### config.mk
export PLATFORM = sky130hd
export DESIGN_NAME = ispm_loader
export DESIGN_NICKNAME = d
export VERILOG_FILES = /design/src/rtl/ispm_loader.sv
export SDC_FILE = /design/constraint.sdc
export NUM_CORES = 1
export LEC_CHECK = 0
export ABC_AREA = 1
export CAP_MARGIN = 10
export CORE_UTILIZATION = 40
export DETAILED_ROUTE_END_ITERATION = 7
export GPL_ROUTABILITY_DRIVEN = 1
export GPL_TIMING_DRIVEN = 0
export SLEW_MARGIN = 15
export SYNTH_ARGS = -nofsm -noshare
export SYNTH_HDL_FRONTEND = slang
export SYNTH_SLANG_ARGS = --single-unit
### constraint.sdc
create_clock -name clk -period 1.7 [get_ports clk]
set_input_delay 0.17 -clock clk [delete_from_list [all_inputs] [get_ports clk]]
set_output_delay 0.17 -clock clk [all_outputs]
set_load 0.05 [all_outputs]
### src/rtl/ispm_loader.sv
// Byte-stream boot loader: parses SYNC/LEN framed bytes into little-endian words for the ISPM BRAM write port.
// Optional trailing XOR checksum byte is enabled by defining ISPM_LOADER_CHECKSUM_EN.
module ispm_loader #(
  parameter int         DATA      = 32,
  parameter int         ADDR      = 10,
  parameter logic [7:0] SYNC_BYTE = 8'hA5
) (
  input  logic            clk,
  input  logic            rst_n,
  input  logic            in_valid,
  input  logic [7:0]      in_data,
  output logic            in_ready,
  input  logic            clear,
  output logic            bram_wr,
  output logic [ADDR-1:0] bram_addr,
  output logic [DATA-1:0] bram_din,
  output logic            core_hold,
  output logic            busy,
  output logic            done,
  output logic            error
);
  localparam int BPW = DATA / 8;
  localparam int BW  = (BPW > 1) ? $clog2(BPW) : 1;
  localparam logic [BW-1:0] LAST_LANE = BW'(BPW - 1);

  typedef enum logic [2:0] {
    S_IDLE,
    S_LEN0,
    S_LEN1,
    S_DATA,
`ifdef ISPM_LOADER_CHECKSUM_EN
    S_CSUM,
`endif
    S_ERROR
  } state_t;

  state_t          state_reg;
  logic [7:0]      len_lo_reg;
  logic [15:0]     rem_reg;
  logic [ADDR-1:0] word_cnt_reg;
  logic [BW-1:0]   byte_cnt_reg;
  logic [DATA-1:0] word_reg;
  logic            bram_wr_reg;
  logic [ADDR-1:0] bram_addr_reg;
  logic [DATA-1:0] bram_din_reg;
  logic            done_reg;
  logic            core_hold_reg;
`ifdef ISPM_LOADER_CHECKSUM_EN
  logic [7:0]      csum_reg;
`endif

  logic            accept;
  logic [15:0]     len_next;
  logic            len_bad;
  logic [DATA-1:0] word_next;

  assign in_ready  = (state_reg != S_ERROR);
  assign error     = (state_reg == S_ERROR);
  assign busy      = (state_reg != S_IDLE) && (state_reg != S_ERROR);
  assign bram_wr   = bram_wr_reg;
  assign bram_addr = bram_addr_reg;
  assign bram_din  = bram_din_reg;
  assign done      = done_reg;
  assign core_hold = core_hold_reg;

  assign accept   = in_valid && in_ready;
  assign len_next = {in_data, len_lo_reg};
  // Rejecting oversize lengths here is what keeps the word address from ever wrapping.
  assign len_bad  = (len_next == 16'd0) ||
                    ((ADDR < 16) && ({16'd0, len_next} > (32'd1 << ADDR)));

  always_comb begin
    word_next = word_reg;
    word_next[{byte_cnt_reg, 3'b000} +: 8] = in_data;
  end

  always_ff @(posedge clk or negedge rst_n) begin
    if (!rst_n) begin
      state_reg     <= S_IDLE;
      len_lo_reg    <= 8'd0;
      rem_reg       <= 16'd0;
      word_cnt_reg  <= '0;
      byte_cnt_reg  <= '0;
      word_reg      <= '0;
      bram_wr_reg   <= 1'b0;
      bram_addr_reg <= '0;
      bram_din_reg  <= '0;
      done_reg      <= 1'b0;
      core_hold_reg <= 1'b1;
`ifdef ISPM_LOADER_CHECKSUM_EN
      csum_reg      <= 8'd0;
`endif
    end else begin
      bram_wr_reg <= 1'b0;
      done_reg    <= 1'b0;
      case (state_reg)
        S_IDLE: begin
          if (accept && in_data == SYNC_BYTE) begin
            state_reg     <= S_LEN0;
            core_hold_reg <= 1'b1;
            word_cnt_reg  <= '0;
            byte_cnt_reg  <= '0;
`ifdef ISPM_LOADER_CHECKSUM_EN
            csum_reg      <= 8'd0;
`endif
          end
        end
        S_LEN0: begin
          if (accept) begin
            len_lo_reg <= in_data;
            state_reg  <= S_LEN1;
          end
        end
        S_LEN1: begin
          if (accept) begin
            if (len_bad) begin
              state_reg <= S_ERROR;
            end else begin
              rem_reg   <= len_next;
              state_reg <= S_DATA;
            end
          end
        end
        S_DATA: begin
          if (accept) begin
            word_reg <= word_next;
`ifdef ISPM_LOADER_CHECKSUM_EN
            csum_reg <= csum_reg ^ in_data;
`endif
            if (byte_cnt_reg == LAST_LANE) begin
              byte_cnt_reg  <= '0;
              bram_wr_reg   <= 1'b1;
              bram_addr_reg <= word_cnt_reg;
              bram_din_reg  <= word_next;
              word_cnt_reg  <= word_cnt_reg + 1'b1;
              rem_reg       <= rem_reg - 16'd1;
              if (rem_reg == 16'd1) begin
`ifdef ISPM_LOADER_CHECKSUM_EN
                state_reg     <= S_CSUM;
`else
                state_reg     <= S_IDLE;
                done_reg      <= 1'b1;
                core_hold_reg <= 1'b0;
`endif
              end
            end else begin
              byte_cnt_reg <= byte_cnt_reg + 1'b1;
            end
          end
        end
`ifdef ISPM_LOADER_CHECKSUM_EN
        S_CSUM: begin
          if (accept) begin
            if (in_data == csum_reg) begin
              state_reg     <= S_IDLE;
              done_reg      <= 1'b1;
              core_hold_reg <= 1'b0;
            end else begin
              state_reg <= S_ERROR;
            end
          end
        end
`endif
        S_ERROR: begin
          if (clear) state_reg <= S_IDLE;
        end
        default: state_reg <= S_ERROR;
      endcase
    end
  end
endmodule
==> results.py <==
metrics = {
    "outcome": {
        "outcome": "completed",
    },
    "critical_path": {
        "start_kind": "register",
        "worst_ep_required_time_ns": 2.05,
        "critical_path_arrival_ns": 2.01,
        "cpMaxStageDelayCell": "sky130_fd_sc_hd__dfrtp_2",
        "crit_type": "reg2reg",
        "setup.reg_to_reg.worst_slack_ns": 0.04,
        "critPathMaxStageDelay_ns": 0.45,
        "critical_path.most_common_cell": "sky130_fd_sc_hd__nand2_1",
        "cp_cell_sequence": "ha_2, o2111ai_2, inv_2, nand2_4, buf_6, nand2_1, nand2_1",
        "worstReg2RegEnd": "rem_reg[13]$_DFFE_PN0P_",
        "crit_family": "flip-flops",
        "crit_path_max_fanout": 10,
        "critical_path_buf_inv_count": 2,
        "worst_setup_path_end_kind": "register",
        "worstRegToRegCells": 7,
        "worstSetupStartpoint": "byte_cnt_reg[0]$_DFFE_PN0P_",
        "r2r_start": "byte_cnt_reg[0]$_DFFE_PN0P_",
    },
    "grt": {
        "grt_pass1_vias": 5144,
        "global_route_wire_length_before_repair_um": 25600,
        "pin_count_of_the_biggest_net_entering_global_routing": 68,
        "globalRoute.totalOverflow": 0,
        "antenna_found_initial": 0,
        "grtUsageTotal": 0.221,
    },
    "logic_synthesis": {
        "yosys_register_bits": 116,
        "compound_gate_portion_of_the_synthesized_area": 0.107,
        "synth_cells": 783,
        "postSynthAreaPerCell_um2": 7.52,
        "synth-xor-area-share": 0.00744,
        "syn-num-nets": 804,
        "yosys-mux-area-fraction": 0,
        "synthAdderAreaFrac": 0.0191,
        "synth.cell_area_um2": 5890,
        "yosysUniqueCellTypes": 33,
        "share_of_synthesized_area_occupied_by_flip_flops_and_latches": 0.493,
        "synth-warning-count": 0,
        "yosys.area_share.simple": 0.299,
        "main_combinational_cell_family_by_area_after_synthesis": "simple AND/OR/NAND/NOR gates",
    },
    "sta": {
        "hold_viol_final": 0,
        "fmaxAchievable_mhz": 602,
        "rsz_0062_raised_after_global_routing": "true",
        "finalMaxSlewViolations": 0,
        "min_clock_period_post_route_ns": 1.66,
        "timing.final.setup_violations": 0,
        "timing.max_slew.rel_slack": 0.616,
        "worst_margin_slew_ns": 0.574,
        "worst_clock_skew_ns": 0.00961,
        "final.setup.tns_ns": 0,
        "min_period_over_period": 0.978,
    },
    "finish": {
        "antenna_cells": 0,
        "syn_to_final_growth_pct": 27.7,
        "fin_util": 0.533,
        "final.fill_count": 1361,
        "final_cell_area_um2": 7520,
        "drive_gt1_frac": 0.135,
        "design.final.nets": 884,
    },
    "route": {
        "post_drt_wl_per_cell_um": 15.0,
        "drc": 0,
        "via_per_inst": 5.14,
        "final_wirelength_um": 15800,
        "dr_total_vias": 5421,
        "firstDrtPassIters": 6,
        "drt-initial-drc-count": 573,
        "final_antenna_net_count": 0,
    },
    "hold_path": {
        "hold_path.class": "in2async",
    },
    "clock_tree": {
        "clock_tree.root_cell": "sky130_fd_sc_hd__clkbuf_16",
        "cts_tree": "done",
        "cts_made_buffers": 17,
        "clock_tree.htree_level_count": 4,
        "clkTransAtPathRegs_ns": 0.06,
        "cts.path.max_buffers": 2,
        "clock_insertion_delay_worst_skew_ns": 0.42,
        "numClockSinks": 116,
    },
    "floorplanning": {
        "io_pins": 60,
        "floorplan.core_area_um2": 14100,
        "die_area_um2": 15200,
        "initial_utilization": 0.418,
        "die-height_um": 123,
        "die-width_um": 123,
        "placementRows": 43,
    },
    "power_and_ir_drop": {
        "power_density_nw_per_um2": 1850,
        "cellLeakagePower_uw": 0.00388,
        "ir_worst_vdd_uv": 1220,
    },
    "placed_design": {
        "routabilityCongestion": 0.879,
        "dpl-instance-area_um2": 6740,
        "port-buffer-count": 59,
        "detailedPlacementHpwl_um": 11000,
    },
    "job": {
        "drv.max_cap_violation_count": 0,
    },
}
repair_timing:
action                                  CTS  global route
pin swaps                                 1             1
endpoints found under the setup margin  140           106
setup buffers                             1             3
cloned                                    0             0
endpoints found under the hold margin    49             0
hold buffers                              1             0
gates resized for setup                  77            54
synth_stat cells (all sizes together):
cell type | instances | share of area
a31oi | 2 | 0.0021
nand3b | 4 | 0.0051
o21ai | 82 | 0.072
nor4 | 1 | 0.0011
clkbuf | 13 | 0.0083
dfstp | 1 | 0.0045
or2 | 2 | 0.0021
o2111ai | 1 | 0.0015
inv | 79 | 0.050
nor3 | 4 | 0.0042
xor2 | 4 | 0.0059
nand4 | 15 | 0.016
ha | 9 | 0.019
nand2 | 322 | 0.21
xnor2 | 1 | 0.0015
o22ai | 24 | 0.025
buf | 15 | 0.016
o21bai | 1 | 0.0013
nor2 | 56 | 0.037
dfrtp | 115 | 0.49
a21oi | 4 | 0.0040
nand3 | 28 | 0.024
worst max path at each step:
stage,end,slack (ns),cells past startpoint
3_3_place_gp,bram_din[26]$_DFFE_PN0P_,-4.08,1
5_1_grt,rem_reg[13]$_DFFE_PN0P_,-0.05,11
6_report,rem_reg[13]$_DFFE_PN0P_,0.04,7
2_1_floorplan,word_cnt_reg[2]$_DFFE_PN0P_,0.005,10
4_1_cts,rem_reg[13]$_DFFE_PN0P_,-0.11,11
3_5_place_dp,rem_reg[10]$_DFFE_PN0P_,-0.50,11
area by class of cell:
type | count | area (um2) | area share
buffer | 24 | 155 | 0.0206
clock buffer | 24 | 512 | 0.0681
clock inverter | 7 | 95.1 | 0.0126
inverter | 79 | 304 | 0.0404
multi-input combinational | 560 | 2710 | 0.360
sequential | 116 | 2910 | 0.387
tap | 180 | 225 | 0.0300
timing repair buffer | 65 | 611 | 0.0812
worst reg2reg max path, delay by kind of cell (launching register included):
family                     cells  cell delay [ns]
DFF                            1             0.45
buffers and inverters          2             0.32
AOI/OAI and AO/OA              1             0.28
and+or+nand+nor                3             0.30
adders and majority gates      1             0.24
cells by family (layout without fill, tap and decap cells):
group | after synthesis | in the layout
adder cells (fa/ha/maj) | 9 | 9
flip-flops | 116 | 116
buffers and inverters | 107 | 199
AO/OA/AOI/OAI | 114 | 114
XOR/XNOR | 5 | 5
AND/OR/NAND/NOR | 432 | 432
report_power, final:
group          total, uW  internal [uW]  switching (uW)  leakage, uW
registers           4380           3730             659      0.00152
logic               5860           1870            3990      0.00208
clock network       3630           2380            1250     0.000287
total              13900           7970            5900      0.00388
placed cells by master, fill, tap and decap left out, types with 8 or more instances in the layout:
| cell | instances |
|---|---|
| sky130_fd_sc_hd__nand2_1 | 313 |
| sky130_fd_sc_hd__dlygate4sd2_1 | 44 |
| sky130_fd_sc_hd__dfrtp_1 | 110 |
| sky130_fd_sc_hd__nand4_1 | 15 |
| sky130_fd_sc_hd__inv_1 | 67 |
| sky130_fd_sc_hd__clkbuf_16 | 17 |
| sky130_fd_sc_hd__inv_2 | 10 |
| sky130_fd_sc_hd__o22ai_1 | 18 |
| sky130_fd_sc_hd__buf_4 | 8 |
| sky130_fd_sc_hd__nor2_1 | 48 |
| sky130_fd_sc_hd__o21ai_0 | 71 |
| sky130_fd_sc_hd__nand3_1 | 27 |
through the flow:
step	std cells	setup WS, ns	hold WS (ns)	total power, uW
floorplan	783	0.00518	-0.126	8370
global placement	1022	-4.08	0.462	9880
detailed placement	1023	-0.497	0.144	10000
CTS	1052	-0.108	0.285	13600
global route	1055	-0.0500	0.278	14800
finish	1055	0.0375	0.262	13900
metal layers:
metal / vias up / track usage / wire length (um)
met5: - / 0 / 0
met4: 0 / 0.0791 / 312
met2: 183 / 0.338 / 7180
met1: 2556 / 0.304 / 7300
met3: 27 / 0.0535 / 1050
li1: 2655 / - / -
(Power assumes the default switching activity.)
